===== src/rtl/io_intf_pkg.sv =====
// Shared encodings for the wide host interface: commands, loopback modes and FSM states.
package io_intf_pkg;

    localparam logic [1:0] CMD_CONF  = 2'd0;
    localparam logic [1:0] CMD_START = 2'd1;
    localparam logic [1:0] CMD_DATA  = 2'd2;
    localparam logic [1:0] CMD_LAST  = 2'd3;

    localparam logic [1:0] LOOPBACK_NONE = 2'd0;
    localparam logic [1:0] LOOPBACK_DATA = 2'd1;
    localparam logic [1:0] LOOPBACK_CTRL = 2'd2;

    typedef enum logic [1:0] {
        S_CFG  = 2'd0,
        S_DATA = 2'd1,
        S_WAIT = 2'd2
    } state_e;

endpackage


===== src/rtl/cfg_collector.sv =====
// Collects the hash configuration bytes (kk, nn, little-endian ll) from CONF beats.
module cfg_collector
    import io_intf_pkg::*;
#(
    parameter int unsigned LL_BYTES = 8
) (
    input  logic                  clk,
    input  logic                  reset,
    input  logic                  conf_i,
    input  logic                  clr_i,
    input  logic [7:0]            byte_i,
    output logic [5:0]            kk_o,
    output logic [5:0]            nn_o,
    output logic [8*LL_BYTES-1:0] ll_o,
    output logic                  cfg_done_o
);

    localparam int unsigned CFG_BYTES = 2 + LL_BYTES;
    localparam int unsigned CNT_W     = $clog2(CFG_BYTES + 1);

    logic [CNT_W-1:0]      cnt_q, cnt_d;
    logic [5:0]            kk_q, kk_d;
    logic [5:0]            nn_q, nn_d;
    logic [8*LL_BYTES-1:0] ll_q, ll_d;

    always_comb begin
        cnt_d = cnt_q;
        kk_d  = kk_q;
        nn_d  = nn_q;
        ll_d  = ll_q;
        if (clr_i) begin
            cnt_d = '0;
        end else if (conf_i && cnt_q != CNT_W'(CFG_BYTES)) begin
            cnt_d = cnt_q + CNT_W'(1);
            if (cnt_q == CNT_W'(0)) begin
                kk_d = byte_i[5:0];
            end else if (cnt_q == CNT_W'(1)) begin
                nn_d = byte_i[5:0];
            end else begin
                // Shift in from the top so the first length byte lands least significant.
                ll_d = {byte_i, ll_q[8*LL_BYTES-1:8]};
            end
        end
    end

    always_ff @(posedge clk or posedge reset) begin
        if (reset) begin
            cnt_q <= '0;
            kk_q  <= '0;
            nn_q  <= '0;
            ll_q  <= '0;
        end else begin
            cnt_q <= cnt_d;
            kk_q  <= kk_d;
            nn_q  <= nn_d;
            ll_q  <= ll_d;
        end
    end

    assign kk_o       = kk_q;
    assign nn_o       = nn_q;
    assign ll_o       = ll_q;
    assign cfg_done_o = (cnt_q == CNT_W'(CFG_BYTES));

endmodule


===== src/rtl/io_intf_wide.sv =====
// Wide host interface: config capture, block framing toward the core and a registered
// hash/loopback return path.
module io_intf_wide
    import io_intf_pkg::*;
#(
    parameter int unsigned BEAT_BYTES  = 1,
    parameter int unsigned BLOCK_BYTES = 64,
    parameter int unsigned LL_BYTES    = 8,
    parameter int unsigned IDX_W       = $clog2(BLOCK_BYTES)
) (
    input  logic                    clk,
    input  logic                    reset,
    input  logic                    en_i,
    input  logic                    valid_i,
    output logic                    ready_o,
    input  logic [1:0]              cmd_i,
    input  logic [8*BEAT_BYTES-1:0] data_i,
    input  logic [1:0]              loopback_mode_i,
    input  logic                    ready_v_i,
    input  logic                    hash_v_i,
    input  logic [8*BEAT_BYTES-1:0] hash_i,
    output logic                    hash_v_o,
    output logic [8*BEAT_BYTES-1:0] hash_o,
    output logic [5:0]              kk_o,
    output logic [5:0]              nn_o,
    output logic [8*LL_BYTES-1:0]   ll_o,
    output logic                    cfg_done_o,
    output logic                    data_v_o,
    output logic [8*BEAT_BYTES-1:0] data_o,
    output logic [IDX_W-1:0]        data_idx_o,
    output logic                    block_first_o,
    output logic                    block_last_o,
    output logic                    block_end_o
);

    localparam logic [IDX_W-1:0] LAST_IDX = IDX_W'(BLOCK_BYTES - BEAT_BYTES);

    state_e                  state_q, state_d;
    logic                    en_q;
    logic [1:0]              loopback_q;
    logic [IDX_W-1:0]        idx_q, idx_d;
    logic                    first_q, first_d;
    logic                    last_q, last_d;
    logic                    data_v_q, data_v_d;
    logic [8*BEAT_BYTES-1:0] data_q, data_d;
    logic [IDX_W-1:0]        data_idx_q, data_idx_d;
    logic                    end_q, end_d;
    logic                    hash_v_q, hash_v_d;
    logic [8*BEAT_BYTES-1:0] hash_q, hash_d;

    logic is_conf, acc, acc_conf, acc_data;
    logic [7:0] ctrl_byte;

    // CONF bypasses the WAIT stall so the host can always abort a held block.
    assign is_conf  = (cmd_i == CMD_CONF);
    assign ready_o  = en_q & ((state_q != S_WAIT) | is_conf);
    assign acc      = en_q & valid_i & ready_o;
    assign acc_conf = acc & is_conf;
    assign acc_data = acc & ~is_conf;

    cfg_collector #(
        .LL_BYTES(LL_BYTES)
    ) u_cfg (
        .clk       (clk),
        .reset     (reset),
        .conf_i    (acc_conf),
        .clr_i     (acc_data),
        .byte_i    (data_i[7:0]),
        .kk_o      (kk_o),
        .nn_o      (nn_o),
        .ll_o      (ll_o),
        .cfg_done_o(cfg_done_o)
    );

    always_comb begin
        state_d    = state_q;
        idx_d      = idx_q;
        first_d    = first_q;
        last_d     = last_q;
        data_v_d   = acc_data;
        data_d     = data_q;
        data_idx_d = data_idx_q;
        end_d      = 1'b0;
        if (acc_conf) begin
            state_d = S_CFG;
            idx_d   = '0;
            first_d = 1'b0;
            last_d  = 1'b0;
        end else if (acc_data) begin
            data_d     = data_i;
            data_idx_d = idx_q;
            end_d      = (idx_q == LAST_IDX);
            idx_d      = idx_q + IDX_W'(BEAT_BYTES);
            state_d    = (idx_q == LAST_IDX) ? S_WAIT : S_DATA;
            if (idx_q == '0) begin
                first_d = (cmd_i == CMD_START);
                last_d  = (cmd_i == CMD_LAST);
            end else begin
                first_d = first_q | (cmd_i == CMD_START);
                last_d  = last_q | (cmd_i == CMD_LAST);
            end
        end else if (state_q == S_WAIT && ready_v_i) begin
            state_d = S_DATA;
        end
    end

    assign ctrl_byte = {1'b0, 2'(state_q), cmd_i, valid_i, ready_o, cfg_done_o};

    always_comb begin
        hash_d   = '0;
        hash_v_d = 1'b0;
        case (loopback_q)
            LOOPBACK_NONE: begin
                hash_d   = hash_i;
                hash_v_d = hash_v_i;
            end
            LOOPBACK_DATA: begin
                hash_d   = data_i;
                hash_v_d = acc;
            end
            default: begin
                hash_d[7:0] = ctrl_byte;
                hash_v_d    = 1'b1;
            end
        endcase
    end

    always_ff @(posedge clk or posedge reset) begin
        if (reset) begin
            state_q    <= S_CFG;
            en_q       <= 1'b0;
            loopback_q <= LOOPBACK_NONE;
            idx_q      <= '0;
            first_q    <= 1'b0;
            last_q     <= 1'b0;
            data_v_q   <= 1'b0;
            data_q     <= '0;
            data_idx_q <= '0;
            end_q      <= 1'b0;
            hash_v_q   <= 1'b0;
            hash_q     <= '0;
        end else begin
            state_q    <= state_d;
            en_q       <= en_i;
            if (en_q) begin
                loopback_q <= loopback_mode_i;
            end
            idx_q      <= idx_d;
            first_q    <= first_d;
            last_q     <= last_d;
            data_v_q   <= data_v_d;
            data_q     <= data_d;
            data_idx_q <= data_idx_d;
            end_q      <= end_d;
            hash_v_q   <= hash_v_d;
            hash_q     <= hash_d;
        end
    end

    assign data_v_o      = data_v_q;
    assign data_o        = data_q;
    assign data_idx_o    = data_idx_q;
    assign block_first_o = first_q;
    assign block_last_o  = last_q;
    assign block_end_o   = end_q;
    assign hash_v_o      = hash_v_q;
    assign hash_o        = hash_q;

endmodule


===== config.mk =====
export PLATFORM = sky130hd
export DESIGN_NAME = io_intf_wide
export DESIGN_NICKNAME = d
export VERILOG_FILES = /design/src/rtl/io_intf_pkg.sv /design/src/rtl/cfg_collector.sv /design/src/rtl/io_intf_wide.sv
export SDC_FILE = /design/constraint.sdc
export NUM_CORES = 1
export LEC_CHECK = 0
export ABC_AREA = 1
export CAP_MARGIN = 10
export CORE_ASPECT_RATIO = 1.1
export CORE_UTILIZATION = 45
export CTS_CLUSTER_DIAMETER = 120
export DETAILED_ROUTE_END_ITERATION = 10
export HOLD_SLACK_MARGIN = 0.03
export PLACE_DENSITY = 0.86
export RECOVER_POWER = 50
export SKIP_CTS_REPAIR_TIMING = 1
export SYNTH_ARGS = -nofsm -noshare
export SYNTH_HDL_FRONTEND = slang
export SYNTH_SLANG_ARGS = --single-unit

===== constraint.sdc =====
create_clock -name clk -period 4.7 [get_ports clk]
set_clock_uncertainty 0.2 [all_clocks]
set_input_delay 0.94 -clock clk [delete_from_list [all_inputs] [get_ports clk]]
set_output_delay 0.94 -clock clk [all_outputs]
set_load 0.01 [all_outputs]

==> metrics.txt <==
largest net degree at the start of global routing=73; synth cell count leaders=185 x nand2_1, 118 x dfrtp_1, 68 x nand3_1; first-pass GRT wire length=between 20000 and 25000 microns; die area=between 10000 and 15000 sq um; Setup Crit Path Kind=input pin to output port; DP HPWL=8440 microns; fraction of layout cells with a size suffix above 1=8.19%; Die Ht=between 100 and 150 microns; gr ovfl total=0; clock tree buffer depth=2; R2R Setup Slk=roughly 2000 ps; Reg-to-Reg End=u_cfg.ll_o[58]$_DFFE_PP0P_; Worst-path clk slew=50 ps; fin crit share=between 70% and 80%; most frequent cell after synthesis=nand2_1; post-synthesis register bit count=about 120; Post-synth EDFFs=0; Tightest Hold Check Type=flip-flop to flip-flop; DR WL/cell=roughly 15 microns; Avg Cell Area, Syn=between 9 and 10 sq um; Arrival @ worst endpoint=2550 ps; WHS Path Cells=2; Syn Inst Count=approximately 520; DRT iter0 DRCs=roughly 200; share of flip-flops with an asynchronous set or reset=100%; RSZ-0062 raised after global routing=no; CP required=around 3600 ps; worst r2r src=u_cfg.cnt_q[0]$_DFFE_PP0P_; Distinct cells, synth=31; R2R cell count=8; Die W=about 100 microns; Synth top area share=roughly 60%; CTS tree=built; Port-buffer cells=130; Yosys top cell by area=dfrtp_1; minimum clock period=around 3700 ps; CTS sink count=roughly 120; max_cap viols=1; DR DRC count=0; Cell Area, Synth=between 4000 and 5000 sq um; vias per std cell=between 5 and 6; ys flop type=dfrtp_1; Critical Path Fanout Max=4; Peak VDD IR=roughly 0.30 mV; CTS root buffer=clkbuf_16; Yosys Warn Count=0; routed vias=a little over 4000; max-slew violations=71; Detail Route Antenna Nets=0; final setup vio count=0; clk_lat worst skew=400 ps; Ports=131; Inserted Diodes=0; Starting Density=between 40 and 50%; area grow syn2layout=40.1%; status=finished with violations; Most common cell on crit path=nand2_1; delay of the slowest critical-path stage=approximately 600 ps; first-pass iteration count of the detailed router=6; crit path launch type=input pin; cts bufs inserted=17; failing checks=max-capacitance violations, max-slew violations; placeable core region=about 10000 sq um; RD Place Congestion=0.886; CP cell instances=dlygate4sd3_1 -> inv_1 -> nand2_1 -> nand2_1 -> nand2_1 -> inv_1 -> clkdlybuf4s50_1; final number of hold-violating endpoints=0; worst-margin pin slew=approximately 2600 ps; worst setup path endpoint=ready_o; Fin Setup TNS=0 ps; layout filler cell count=830; slowest CP cell=dlygate4sd3_1; Slew headroom=-74.4%; power per cell area=479 nW/um^2; Nets=just under 700; P_leak=about 3.4 nW; top cells by area, synth=dfrtp_1 60%, nand2_1 14%, nand3_1 6.9%, o21ai_1 3.1%, inv_1 2.1%; highest clock rate=about 270 MHz; post-synthesis sequential area ratio=~60%; initial antenna violation count=0; depth of the CTS H-tree=4; Crit. Startpoint=cmd_i[1]; Setup crit end kind=output port; post-layout util=65.4%; FP Rows=39; syn_nets=550; GRT Total Usage=about a quarter; final WL=approximately 12000 microns; vias in the first global route=between 4000 and 5000
## power breakdown
group,total [mW],switching (mW),internal (mW)
logic,0.618,0.316,0.302
registers,1.26,0.105,1.16
clock network,1.41,0.465,0.942
## layout by cell type (no fill, tap or decap), drive strengths merged, types with 4 or more instances in the layout
cell type      instances
o21ai                 46
inv                   31
bufinv                 5
dfrtp                118
nand2                191
clkinv                 4
ha                     6
dlygate4sd3           31
nor2                  11
clkbuf                17
nand3                 69
clkdlybuf4s50         99
clkinvlp               5
buf                    5
o211ai                 7
## registers in the layout, summed over array words and instances (netlist names), 2 cells and up
signal and count:
hash_o 8, data_o 8, idx_q 6, state_q 2, u_cfg.kk_o 6, u_cfg.cnt_q 4, loopback_q 2, u_cfg.nn_o 6
data_idx_o 6, u_cfg.ll_o 64
## cells by family after synthesis
logic type      Yosys count  share of synthesized area [%]
simple gates            277                           24.8
flops                   118                           60.3
fa+ha+maj                 6                           1.53
compound gates           58                           7.02
buf+inv                  56                           5.80
xor+xnor                  3                          0.536
## per-layer routing
layer	vias to the layer above	track usage (%)	wire, microns	part of all wire (%)
met1	2005	29.5	4900	40
met2	162	37.1	6020	49
met5	-	0	0	0
li1	1938	-	-	-
met3	23	9.10	995	8.2
met4	0	8.50	286	2.3
## layout make-up
class | count | area (sq um) | share of cell area (%)
tap | 143 | 179 | 2.61
timing repair buffer | 135 | 1340 | 19.5
inverter | 30 | 113 | 1.64
multi-input combinational | 344 | 1630 | 23.7
clock inverter | 15 | 228 | 3.32
clock buffer | 17 | 425 | 6.20
sequential | 118 | 2950 | 43.0
## critical path: cells and delay by family
kind                   cells  cell delay [ps]
AND/OR/NAND/NOR            3              290
buffers and inverters      4             1320
## stage by stage
| step | std cells | total power, mW | worst slack (ps) | hold WS, ps | area [sq um] |
|---|---|---|---|---|---|
| floorplan | 518 | 1.56 | 431 | 294 | 4900 |
| global placement | 770 | 1.89 | 1180 | 253 | 6250 |
| detailed placement | 770 | 1.91 | 1130 | 263 | 6250 |
| CTS | 802 | 3.33 | 1110 | 278 | 6900 |
| global route | 802 | 3.43 | 561 | 297 | 6860 |
| finish | 802 | 3.29 | 1010 | 268 | 6860 |
## worst min path at each step
stage                     slack [ps]                 startpoint                         to
after floorplan                  290       idx_q[0]$_DFFE_PP0P_       idx_q[0]$_DFFE_PP0P_
after global placement           250  u_cfg.ll_o[5]$_DFFE_PP0P_  u_cfg.ll_o[5]$_DFFE_PP0P_
after global routing             300  u_cfg.ll_o[1]$_DFFE_PP0P_  u_cfg.ll_o[1]$_DFFE_PP0P_
after CTS                        280  u_cfg.ll_o[2]$_DFFE_PP0P_  u_cfg.ll_o[2]$_DFFE_PP0P_
final                            270  u_cfg.ll_o[2]$_DFFE_PP0P_  u_cfg.ll_o[2]$_DFFE_PP0P_
after detailed placement         260   block_last_o$_DFFE_PP0P_   block_last_o$_DFFE_PP0P_
Power figures use the tool's default switching activity.
